## config.mk

```make
export PLATFORM = sky130hd
export DESIGN_NAME = fetch_unit_flat
export DESIGN_NICKNAME = d
export VERILOG_FILES = /design/src/rtl/riscv_pkg.sv /design/src/rtl/fetch_unit_if.sv /design/src/rtl/fetch_fifo.sv /design/src/rtl/fetch_unit.sv /design/src/flat_wrapper.sv
export SDC_FILE = /design/constraint.sdc
export NUM_CORES = 1
export LEC_CHECK = 0
export ABC_CLOCK_PERIOD_IN_PS = 9270
export CORE_AREA = 2 2 136 138
export DETAILED_ROUTE_END_ITERATION = 8
export DIE_AREA = 0 0 138 140
export PLACE_DENSITY = 0.71
export SETUP_SLACK_MARGIN = 0.05
export SLEW_MARGIN = 10
export SYNTH_ARGS = -nofsm -noshare
export SYNTH_HDL_FRONTEND = slang
export SYNTH_SLANG_ARGS = --single-unit
```

## constraint.sdc

```tcl
create_clock -name clk -period 9.27 [get_ports clk]
set_input_delay 1.854 -clock clk [delete_from_list [all_inputs] [get_ports clk]]
set_output_delay 1.854 -clock clk [all_outputs]
set_load 0.05 [all_outputs]
```

## src/rtl/riscv_pkg.sv

```systemverilog
// Shared definitions for the instruction fetch slice.
// Holds the datapath widths, the PC increment, the fetch FSM state type,
// the FIFO entry layout, and a helper that forces word alignment on a PC.
// No ports; imported by the interface, the FIFO and the fetch unit.
package riscv_pkg;

  localparam int XLEN   = 32;
  localparam int INST_W = 32;

  localparam logic [XLEN-1:0]   PC_STEP = 32'd4;
  localparam logic [INST_W-1:0] NOP     = 32'h0000_0013;

  // FETCH: nothing in flight; WAIT: one request in flight whose data is kept;
  // DROP: one request in flight whose data must be thrown away.
  typedef enum logic [1:0] {
    FETCH,
    WAIT,
    DROP
  } fetch_state_t;

  typedef struct packed {
    logic [XLEN-1:0]   pc;
    logic [INST_W-1:0] inst;
  } fetch_entry_t;

  // Clears the two low address bits so every fetch address is word aligned.
  function automatic logic [XLEN-1:0] align_pc(input logic [XLEN-1:0] addr);
    return addr & ~32'h0000_0003;
  endfunction

endpackage

```

## src/rtl/fetch_unit_if.sv

```systemverilog
// Bundle of every handshake signal around the fetch stage: the instruction
// memory request/response channel, the redirect input from execute and the
// instruction channel toward the decoder.
// Modports:
//   master - the fetch unit (drives requests and the decoder channel)
//   slave  - the environment (memory, execute and decoder side)
interface fetch_unit_if;
  import riscv_pkg::*;

  logic              imem_req_valid;
  logic              imem_req_ready;
  logic [XLEN-1:0]   imem_req_addr;
  logic              imem_rsp_valid;
  logic [INST_W-1:0] imem_rsp_data;
  logic              redirect_valid;
  logic [XLEN-1:0]   redirect_pc;
  logic              inst_valid;
  logic              inst_ready;
  logic [INST_W-1:0] inst;
  logic [XLEN-1:0]   inst_pc;

  modport master (
    output imem_req_valid, imem_req_addr, inst_valid, inst, inst_pc,
    input  imem_req_ready, imem_rsp_valid, imem_rsp_data,
           redirect_valid, redirect_pc, inst_ready
  );

  modport slave (
    input  imem_req_valid, imem_req_addr, inst_valid, inst, inst_pc,
    output imem_req_ready, imem_rsp_valid, imem_rsp_data,
           redirect_valid, redirect_pc, inst_ready
  );

endinterface

```

## src/rtl/fetch_fifo.sv

```systemverilog
// Two-entry synchronous FIFO between instruction memory and the decoder.
// Ports:
//   clk, rst      - clock and asynchronous active-high reset
//   flush         - empties the FIFO (wins over push and pop)
//   push, din     - write one entry
//   pop           - consume the head entry (ignored when empty)
//   dout          - registered head entry; holds its last value when empty
//   count, valid  - occupancy and non-empty flag
module fetch_fifo #(
  parameter int W = 64
) (
  input  logic         clk,
  input  logic         rst,
  input  logic         flush,
  input  logic         push,
  input  logic [W-1:0] din,
  input  logic         pop,
  output logic [W-1:0] dout,
  output logic [1:0]   count,
  output logic         valid
);

  logic [W-1:0] head;
  logic [W-1:0] tail;
  logic         pop_eff;

  assign pop_eff = pop && (count != 2'd0);
  assign dout    = head;
  assign valid   = (count != 2'd0);

  // Entries live in fixed head/tail slots; a pop shifts tail into head so the
  // decoder always sees a register output. Head is only rewritten when a real
  // entry lands there, which keeps the last value visible while empty.
  always_ff @(posedge clk or posedge rst) begin
    if (rst) begin
      count <= 2'd0;
      head  <= '0;
      tail  <= '0;
    end else if (flush) begin
      count <= 2'd0;
    end else begin
      case ({push, pop_eff})
        2'b10: begin
          if (count == 2'd0) head <= din;
          else               tail <= din;
          count <= count + 2'd1;
        end
        2'b01: begin
          if (count == 2'd2) head <= tail;
          count <= count - 2'd1;
        end
        2'b11: begin
          if (count == 2'd1) begin
            head <= din;
          end else begin
            head <= tail;
            tail <= din;
          end
        end
        default: ;
      endcase
    end
  end

  // The fetch credit rule should make an overflowing push impossible.
  a_no_overflow: assert property (@(posedge clk) disable iff (rst)
    !(push && !pop && !flush && (count == 2'd2)));

endmodule

```

## src/rtl/fetch_unit.sv

```systemverilog
// Instruction fetch stage. Owns the PC, issues word fetches with at most one
// request outstanding, buffers returned words in a 2-entry FIFO and hands
// them to the decoder with their PC. A redirect flushes the FIFO and turns an
// in-flight fetch into one whose response is dropped.
// Ports:
//   clk, rst - clock and asynchronous active-high reset
//   bus      - fetch_unit_if.master: imem request/response, redirect and
//              decoder channels
module fetch_unit
  import riscv_pkg::*;
#(
  parameter logic [XLEN-1:0] RESET_PC = 32'h0000_0000
) (
  input logic          clk,
  input logic          rst,
  fetch_unit_if.master bus
);

  localparam int ENTRY_W = $bits(fetch_entry_t);

  fetch_state_t       state;
  logic [XLEN-1:0]    pc;
  logic [XLEN-1:0]    req_pc;
  logic [1:0]         fifo_count;
  logic               req_fire;
  logic               rsp_keep;
  logic [ENTRY_W-1:0] fifo_dout;

  // A request may only go out when nothing is in flight and the FIFO still
  // has room for its eventual response; redirect and reset block it so the
  // next request always comes from the updated PC.
  assign bus.imem_req_valid = (state == FETCH) && (fifo_count < 2'd2) &&
                              !bus.redirect_valid && !rst;
  assign bus.imem_req_addr  = pc;
  assign req_fire           = bus.imem_req_valid && bus.imem_req_ready;

  // Responses are enqueued only for a live request; a redirect in the same
  // cycle discards the data.
  assign rsp_keep = (state == WAIT) && bus.imem_rsp_valid && !bus.redirect_valid;

  fetch_fifo #(.W(ENTRY_W)) u_fifo (
    .clk   (clk),
    .rst   (rst),
    .flush (bus.redirect_valid),
    .push  (rsp_keep),
    .din   ({req_pc, bus.imem_rsp_data}),
    .pop   (bus.inst_ready),
    .dout  (fifo_dout),
    .count (fifo_count),
    .valid (bus.inst_valid)
  );

  assign {bus.inst_pc, bus.inst} = fifo_dout;

  // PC and outstanding-request tracking. A redirect overrides everything
  // except reset; if a request is still in flight without its response, the
  // FSM parks in DROP so that response is swallowed when it arrives.
  always_ff @(posedge clk or posedge rst) begin
    if (rst) begin
      state  <= FETCH;
      pc     <= RESET_PC;
      req_pc <= RESET_PC;
    end else if (bus.redirect_valid) begin
      pc <= align_pc(bus.redirect_pc);
      if (state != FETCH) state <= bus.imem_rsp_valid ? FETCH : DROP;
    end else begin
      case (state)
        FETCH: begin
          if (req_fire) begin
            req_pc <= pc;
            pc     <= pc + PC_STEP;
            state  <= WAIT;
          end
        end
        WAIT:    if (bus.imem_rsp_valid) state <= FETCH;
        DROP:    if (bus.imem_rsp_valid) state <= FETCH;
        default: state <= FETCH;
      endcase
    end
  end

  // Memory must never answer when no request is outstanding.
  a_no_stray_rsp: assert property (@(posedge clk) disable iff (rst)
    !((state == FETCH) && bus.imem_rsp_valid));

endmodule

```

## src/flat_wrapper.sv

```systemverilog
// flat-port wrapper written by rule: the top's interface ports become plain ports
module fetch_unit_flat import riscv_pkg::*;
#(
  parameter logic [XLEN-1:0] RESET_PC = 32'h0000_0000
)
  (clk, rst, bus_imem_req_valid, bus_imem_req_addr, bus_inst_valid, bus_inst, bus_inst_pc, bus_imem_req_ready, bus_imem_rsp_valid, bus_imem_rsp_data, bus_redirect_valid, bus_redirect_pc, bus_inst_ready);
  fetch_unit_if bus_i ();
  input logic clk;
  input logic rst;
  output wire logic [$bits(bus_i.imem_req_valid)-1:0] bus_imem_req_valid;
  output wire logic [$bits(bus_i.imem_req_addr)-1:0] bus_imem_req_addr;
  output wire logic [$bits(bus_i.inst_valid)-1:0] bus_inst_valid;
  output wire logic [$bits(bus_i.inst)-1:0] bus_inst;
  output wire logic [$bits(bus_i.inst_pc)-1:0] bus_inst_pc;
  input wire logic [$bits(bus_i.imem_req_ready)-1:0] bus_imem_req_ready;
  input wire logic [$bits(bus_i.imem_rsp_valid)-1:0] bus_imem_rsp_valid;
  input wire logic [$bits(bus_i.imem_rsp_data)-1:0] bus_imem_rsp_data;
  input wire logic [$bits(bus_i.redirect_valid)-1:0] bus_redirect_valid;
  input wire logic [$bits(bus_i.redirect_pc)-1:0] bus_redirect_pc;
  input wire logic [$bits(bus_i.inst_ready)-1:0] bus_inst_ready;
  assign bus_imem_req_valid = bus_i.imem_req_valid;
  assign bus_imem_req_addr = bus_i.imem_req_addr;
  assign bus_inst_valid = bus_i.inst_valid;
  assign bus_inst = bus_i.inst;
  assign bus_inst_pc = bus_i.inst_pc;
  assign bus_i.imem_req_ready = bus_imem_req_ready;
  assign bus_i.imem_rsp_valid = bus_imem_rsp_valid;
  assign bus_i.imem_rsp_data = bus_imem_rsp_data;
  assign bus_i.redirect_valid = bus_redirect_valid;
  assign bus_i.redirect_pc = bus_redirect_pc;
  assign bus_i.inst_ready = bus_inst_ready;
  fetch_unit #(.RESET_PC(RESET_PC)) u_core (.clk(clk), .rst(rst), .bus(bus_i));
endmodule
```

==> results by group, run 1 <==
Setup path
  – Largest fanout on the critical path: 3
  – Worst R2R Path Depth: 8
  – CP endpoint kind: primary output
  – Critical path class: in -> out
  – CP Launch Type: input port
  – Required time worst endpoint: 7.42 ns
  – Worst flop-to-flop path endpoint: u_core.u_fifo.dout[57]
  – Crit path cell chain: clkdlybuf4s50_1 > or4b_4 > inv_1 > clkdlybuf4s50_1
  – Reg-to-reg slack, setup: 6.06 ns
  – Launching point of the worst reg2reg path: u_core.u_fifo.count[1]
  – Worst endpoint data arrival time: 3.84 ns
  – CP max-delay cell: clkdlybuf4s50_1
  – Critical Path Max Stage Delay: 0.80 ns
  – Critical Path Most Common Cell: clkdlybuf4s50_1
  – Cell family with most CP delay: buffers and inverters
  – Buf/Inv on CP: 3

Cells and area
  – Register area: 4730 sq um
  – N_diodes: 0
  – Syn-to-layout area delta: 27.7%
  – Multi-input logic area: 3420 sq um
  – Cell Count, Final, Fillers Out: 1155
  – # nets final: 990
  – Filler instances: 1511
  – Share of cells above drive strength 1: 12.5%
  – Final Util: 60.3%
  – Post-route cell area: 10700 sq um

GRT
  – First-pass GRT wire length: 30.3 mm
  – Overflow after GRT: 0
  – Vias in the first global route: 5897
  – Pin count of the biggest net entering global routing: 112
  – GRT Overall Usage: 19.2%
  – Antenna violations before repair: 0

Timing
  – Worst-margin pin slew: 1.19 ns
  – Rel. slew slack: 20.3%
  – Fin. Hold Viols: 0
  – Period utilization: 61.4%
  – RSZ-0062 raised after global routing: false
  – Final Max Tran Viols: 0
  – Endpoints failing setup: 0
  – Clock Skew: 0.00688 ns
  – Min cycle time layout: 5.69 ns
  – F_max: 0.176 GHz
  – Setup tns final: 0 ns

Floorplanning
  – Initial Util: 47.2%
  – Core ar.: 17800 sq um
  – Die W: 138 microns
  – Io pins: 168
  – DIE AREA: 19300 sq um
  – Std cell rows: 49
  – Die height: 140 microns

Pwr
  – Sw power: 1.47 mW
  – Sequential share of power: 37.9%
  – Static Leak: 5.23 nW
  – Clock power share: 18.7%
  – Combinational Power Share: 43.4%
  – Total power: 3.56 mW
  – Switching share of power: 41.2%
  – Int Power: 2.10 mW
  – Worst vdd ir: 207 uV
  – Pwr per Cell Area: 332 nW/um^2

CTS
  – CTS Hold Bufs: 0
  – Clock sinks: 189
  – Post-CTS Setup Repair Bufs: 0
  – Clk slew on worst S/H paths: 0.06 ns
  – CTS tree: yes
  – Cells resized by post-CTS repair: 0
  – CTS H-Tree Depth: 4
  – Clk root buf: clkbuf_16
  – Total CTS buffers: 17
  – Clock Tree Buf Depth: 2
  – Clk Latency, worst-skew pair: 0.42 ns

Status
  – Outcome: completed

Logic synthesis
  – Area contributors post-synth: dfrtp_1 (56%), mux2_2 (8.7%), mux2i_1 (7.4%)
  – Adder-Cell Fraction of Synth Area: 0.894%
  – Mux contribution to synthesized area: 16.1%
  – Synth async-reset ratio: 100%
  – Netlist cell types: 55
  – Avg Synthesized Cell Area: 10.9 sq um
  – Most numerous cell in the Yosys netlist: dfrtp_1
  – Simple-gate share of the synthesized area: 13.6%
  – Post-synthesis xor/xnor area fraction: 1.36%
  – Post-synth EDFFs: 0
  – Synth Area in Compound Gates: 8.31%
  – Seq/Total Area, Yosys: 56.3%
  – Mapped Area: 8400 sq um
  – Mapped Cells: 771
  – Yosys reg bits: 189
  – Main combinational cell family by area after synthesis: multiplexers
  – Most frequent cells after synthesis: dfrtp_1 (189), nand2_1 (113), nor2_1 (84)
  – Synth top area share: 56.3%
  – Yosys top cell by area: dfrtp_1
  – Synth Flop Type: dfrtp_1
  – Yosys warns: 0

Routing
  – Drt wl/cell: 15.7 microns
  – Via count: 6063
  – Final WL: 18.1 mm
  – Starting DRT DRC Count: 357
  – Final antenna-violating net count: 0
  – Drt pass-1 iters: 4
  – Vias/cell: 5.25
  – Drt drc: 0

Job
  – Max Cap Violations: 0

Placement
  – Final GP Congestion: 0.786
  – HPWL after detailed placement: 11.6 mm
  – Placed Cells: 1124
  – Port bufs: 163
  – Placement Cell Area: 10200 sq um

Hold path
  – Hold Path Depth: 2
  – Hold Crit Start: u_core.req_pc[22]
  – Hold EP: u_core.req_pc[22]
  – Type of the worst min-delay path: reg -> reg
-- worst max-delay path by stage --
stage / to / slack (ns) / depth (start not counted) / startpoint
2_1_floorplan: u_core.bus.imem_req_addr[10] / 2.27 / 1 / rst
3_3_place_gp: bus_imem_req_valid / 3.58 / 4 / rst
3_5_place_dp: bus_imem_req_valid / 3.58 / 4 / rst
4_1_cts: bus_imem_req_valid / 3.57 / 4 / rst
5_1_grt: bus_imem_req_valid / 3.52 / 4 / rst
6_report: bus_imem_req_valid / 3.58 / 4 / rst
-- registers in the layout, summed over array words and instances, names as in the netlist --
signal                    cells
u_core.bus.imem_req_addr     30
u_core.req_pc                30
u_core.u_fifo.tail           62
u_core.state                  2
u_core.u_fifo.count           2
u_core.u_fifo.dout           63
-- per-stage QoR --
step | hold WS, ns | worst slack [ns]
final | 0.496 | 3.58
after global routing | 0.512 | 3.52
after CTS | 0.501 | 3.57
after floorplan | 0.464 | 2.27
after global placement | 0.483 | 3.58
after detailed placement | 0.487 | 3.58
-- logic make-up after synthesis --
logic type	count (synthesis)
other	1
xor gates and xnor gates	13
buffers and inverters	65
AOI/OAI and AO/OA	116
DFF	189
and+or+nand+nor	254
adders and majority gates	6
muxes	127
-- cells in the final DEF, fill, tap and decap left out, types with 5 or more instances in the layout --
master / instances
dfrtp_1: 189
clkdlybuf4s50_1: 162
nand2_1: 112
nor2_1: 83
a21oi_1: 66
mux2_2: 65
mux2i_1: 62
clkbuf_16: 17
inv_1: 16
o21ai_0: 15
nand3_1: 15
nand4_1: 10
xnor2_1: 7
a311oi_1: 7
buf_4: 7
xor2_1: 6
nor3_1: 6
ha_1: 6
nor2b_1: 5
-- final cells by class --
type | instances | share of cell area [%]
multi-input cells | 518 | 31.9
clock inverters | 9 | 0.595
clock buffers | 22 | 4.42
repair buffers | 170 | 15.7
inverters | 18 | 0.700
flip-flops and latches | 189 | 44.1
well taps | 229 | 2.67
-- power groups by stage --
| stage | clock network, mW | logic (mW) | registers (mW) |
|---|---|---|---|
| after floorplan | 0 | 0.555 | 1.86 |
| after global placement | 0 | 1.54 | 1.35 |
| after detailed placement | 0 | 1.56 | 1.37 |
| after CTS | 0.686 | 1.56 | 1.35 |
| after global routing | 0.719 | 1.65 | 1.40 |
| final | 0.668 | 1.55 | 1.35 |
-- metal layers --
metal / up-vias / wire length, microns / global-route usage (%)
met4: 0 / 191 / 6.44
met1: 2904 / 8820 / 27.8
met5: - / 0 / 0
met2: 176 / 8090 / 28.9
met3: 16 / 1040 / 4.14
li1: 2967 / - / -
-- worst reg2reg max path, delay by kind of cell, from the launching register on --
family,cells,cell delay (ns)
compound gates,2,1.14
simple gates,2,0.28
flops,1,0.44
fa+ha+maj,1,0.22
buf+inv,3,1.06
No activity file was read; power rests on OpenSTA's default activity.
==> run 2, diff against run 1 <==
--- a/config.mk
+++ b/config.mk
@@ -5,11 +5,11 @@
 export SDC_FILE = /design/constraint.sdc
 export NUM_CORES = 1
 export LEC_CHECK = 0
-export ABC_CLOCK_PERIOD_IN_PS = 9270
-export CORE_AREA = 2 2 136 138
+export ABC_CLOCK_PERIOD_IN_PS = 4800
+export CORE_AREA = 2 2 137 139
 export DETAILED_ROUTE_END_ITERATION = 8
-export DIE_AREA = 0 0 138 140
-export PLACE_DENSITY = 0.71
+export DIE_AREA = 0 0 139 141
+export PLACE_DENSITY = 0.73
 export SETUP_SLACK_MARGIN = 0.05
 export SLEW_MARGIN = 10
 export SYNTH_ARGS = -nofsm -noshare
==> constraint.sdc (replaced) <==
create_clock -name clk -period 4.8 [get_ports clk]
set_input_delay 0.96 -clock clk [delete_from_list [all_inputs] [get_ports clk]]
set_output_delay 0.96 -clock clk [all_outputs]
set_load 0.05 [all_outputs]
==> results by group, run 2 (same netlist as run 1, synthesis figures left out) <==
Status
  – Outcome: completed

CTS
  – Clk slew on worst S/H paths: 0.07 ns (about the same)
  – Clk root buf: clkbuf_16
  – CTS tree: yes
  – Clk Latency, worst-skew pair: 0.43 ns (about the same)
  – CTS H-Tree Depth: 4 (unchanged)
  – Total CTS buffers: 17 (unchanged)
  – Post-CTS Setup Repair Bufs: 0 (unchanged)
  – Clock sinks: 189 (unchanged)
  – Clock Tree Buf Depth: 2 (unchanged)
  – Cells resized by post-CTS repair: 0 (unchanged)
  – CTS Hold Bufs: 0 (unchanged)

Timing
  – Clock Skew: 0.00723 ns (+0.000347 ns)
  – Setup tns final: 0 ns (unchanged)
  – Hold_ws: 0.497 ns (+0.00162 ns)
  – Final Max Tran Viols: 0 (unchanged)
  – Endpoints failing setup: 0 (unchanged)
  – F_max: 0.261 GHz
  – Rel. slew slack: 27.8% (+7.5 points)
  – Worst-margin pin slew: 1.08 ns (-0.109 ns)
  – Fin. Hold Viols: 0 (unchanged)
  – Min cycle time layout: 3.83 ns
  – RSZ-0062 raised after global routing: false
  – Period utilization: 79.8%

Setup path
  – Reg-to-reg slack, setup: 2.17 ns (-3.89 ns)
  – CP endpoint kind: primary output
  – Required time worst endpoint: 3.84 ns (-3.58 ns)
  – Launching point of the worst reg2reg path: u_core.state[0]
  – Crit path to: bus_imem_req_valid
  – Worst endpoint data arrival time: 2.87 ns (-0.97 ns)
  – Largest fanout on the critical path: 3 (unchanged)
  – Worst R2R Path Depth: 7 (-1)
  – Crit path from: rst
  – CP Launch Type: input port
  – Worst flop-to-flop path endpoint: u_core.bus.imem_req_addr[17]
  – Critical path class: in -> out

Placement
  – Final GP Congestion: 0.771 (-1.9%)
  – HPWL after detailed placement: 12.2 mm (+5.4%)
  – Port bufs: 163 (unchanged)
  – Placed Cells: 1133 (+0.80%)

Routing
  – Starting DRT DRC Count: 257 (-28%)
  – Drt drc: 0 (unchanged)
  – Final WL: 18.2 mm (+0.36%)
  – Drt wl/cell: 15.6 microns (-0.41%)
  – Via count: 6111 (+0.79%)
  – Drt pass-1 iters: 5 (+1)
  – Vias/cell: 5.25 (about the same)
  – Final antenna-violating net count: 0 (unchanged)

Pwr
  – Worst vdd ir: 402 uV (+95%)
  – Pwr per Cell Area: 653 nW/um^2 (+96%)
  – Static Leak: 5.29 nW (+1.2%)

Floorplanning
  – Io pins: 168 (unchanged)
  – Die height: 141 microns (+0.71%)
  – Die W: 139 microns (+0.72%)
  – Core ar.: 18300 sq um (+2.7%)
  – Initial Util: 46.0% (-1.3 points)
  – DIE AREA: 19600 sq um (+1.4%)
  – Std cell rows: 50 (+2.0%)

Cells and area
  – Commonest non-fill, non-tap cells in the layout: dfrtp_1 (189), clkdlybuf4s50_1 (162), nand2_1 (112), nor2_1 (83), a21oi_1 (66)
  – Cell Count, Final, Fillers Out: 1164 (+0.78%)
  – Final Util: 59.6% (-0.77 points)
  – Commonest non-fill, non-tap cell in the layout: dfrtp_1
  – # nets final: 994 (+0.40%)
  – N_diodes: 0 (unchanged)
  – Syn-to-layout area delta: 29.6%
  – Share of cells above drive strength 1: 13.0% (+0.48 points)
  – Max reg flops: 63 (unchanged)

GRT
  – Antenna violations before repair: 0 (unchanged)
  – First-pass GRT wire length: 30.2 mm (-0.46%)
  – Overflow after GRT: 0 (unchanged)
  – Pin count of the biggest net entering global routing: 92 (-18%)
  – GRT Overall Usage: 19.0% (-0.20 points)
  – Vias in the first global route: 5858 (-0.66%)

Hold path
  – Type of the worst min-delay path: reg -> reg
  – Hold Path Depth: 2 (unchanged)

Job
  – Max Cap Violations: 0 (unchanged)
==> run 2: area by class of cell <==
class / instances / area, sq um
timing repair buffer: 174 / 1750
sequential: 189 / 4730
fill: 1556 / 7390
inverter: 18 / 71.3
clock inverter: 11 / 165
tap: 234 / 293
clock buffer: 20 / 457
multi-input combinational: 518 / 3420
==> run 2: per-stage QoR <==
stage | area [sq um] | power (mW) | setup WS, ns
after floorplan | 8410 | 4.66 | 1.41
after global placement | 10300 | 5.59 | 0.979
after detailed placement | 10300 | 5.67 | 0.974
after CTS | 10900 | 7.18 | 0.966
after global routing | 10900 | 7.49 | 0.928
final | 10900 | 7.10 | 0.970
==> run 2: metal layers <==
metal / up-vias / part of all wire, % / track usage (%)
met5: - / 0 / 0
met4: 0 / 1.5 / 6.49
met3: 16 / 4.7 / 3.43
met2: 182 / 45 / 28.6
met1: 2947 / 49 / 27.8
li1: 2966 / - / -
==> run 2: how the worst min path moves through the flow <==
stage	endpoint	from
floorplan	u_core.req_pc[23]	u_core.req_pc[23]
finish	u_core.req_pc[27]	u_core.req_pc[27]
CTS	u_core.req_pc[27]	u_core.req_pc[27]
detailed placement	u_core.req_pc[27]	u_core.req_pc[27]
global placement	u_core.req_pc[16]	u_core.req_pc[16]
global route	u_core.u_fifo.tail[47]	u_core.u_fifo.tail[47]
==> run 2: power by group <==
| group | switching (mW) | internal, mW |
|---|---|---|
| clock | 0.589 | 0.896 |
| combinational | 1.87 | 1.13 |
| sequential | 0.400 | 2.22 |
==> run 2: critical path: stages <==
cell and delay [ns]:
clkdlybuf4s50_1 0.46, or4b_4 0.55, inv_1 0.10, clkdlybuf4s50_1 0.80
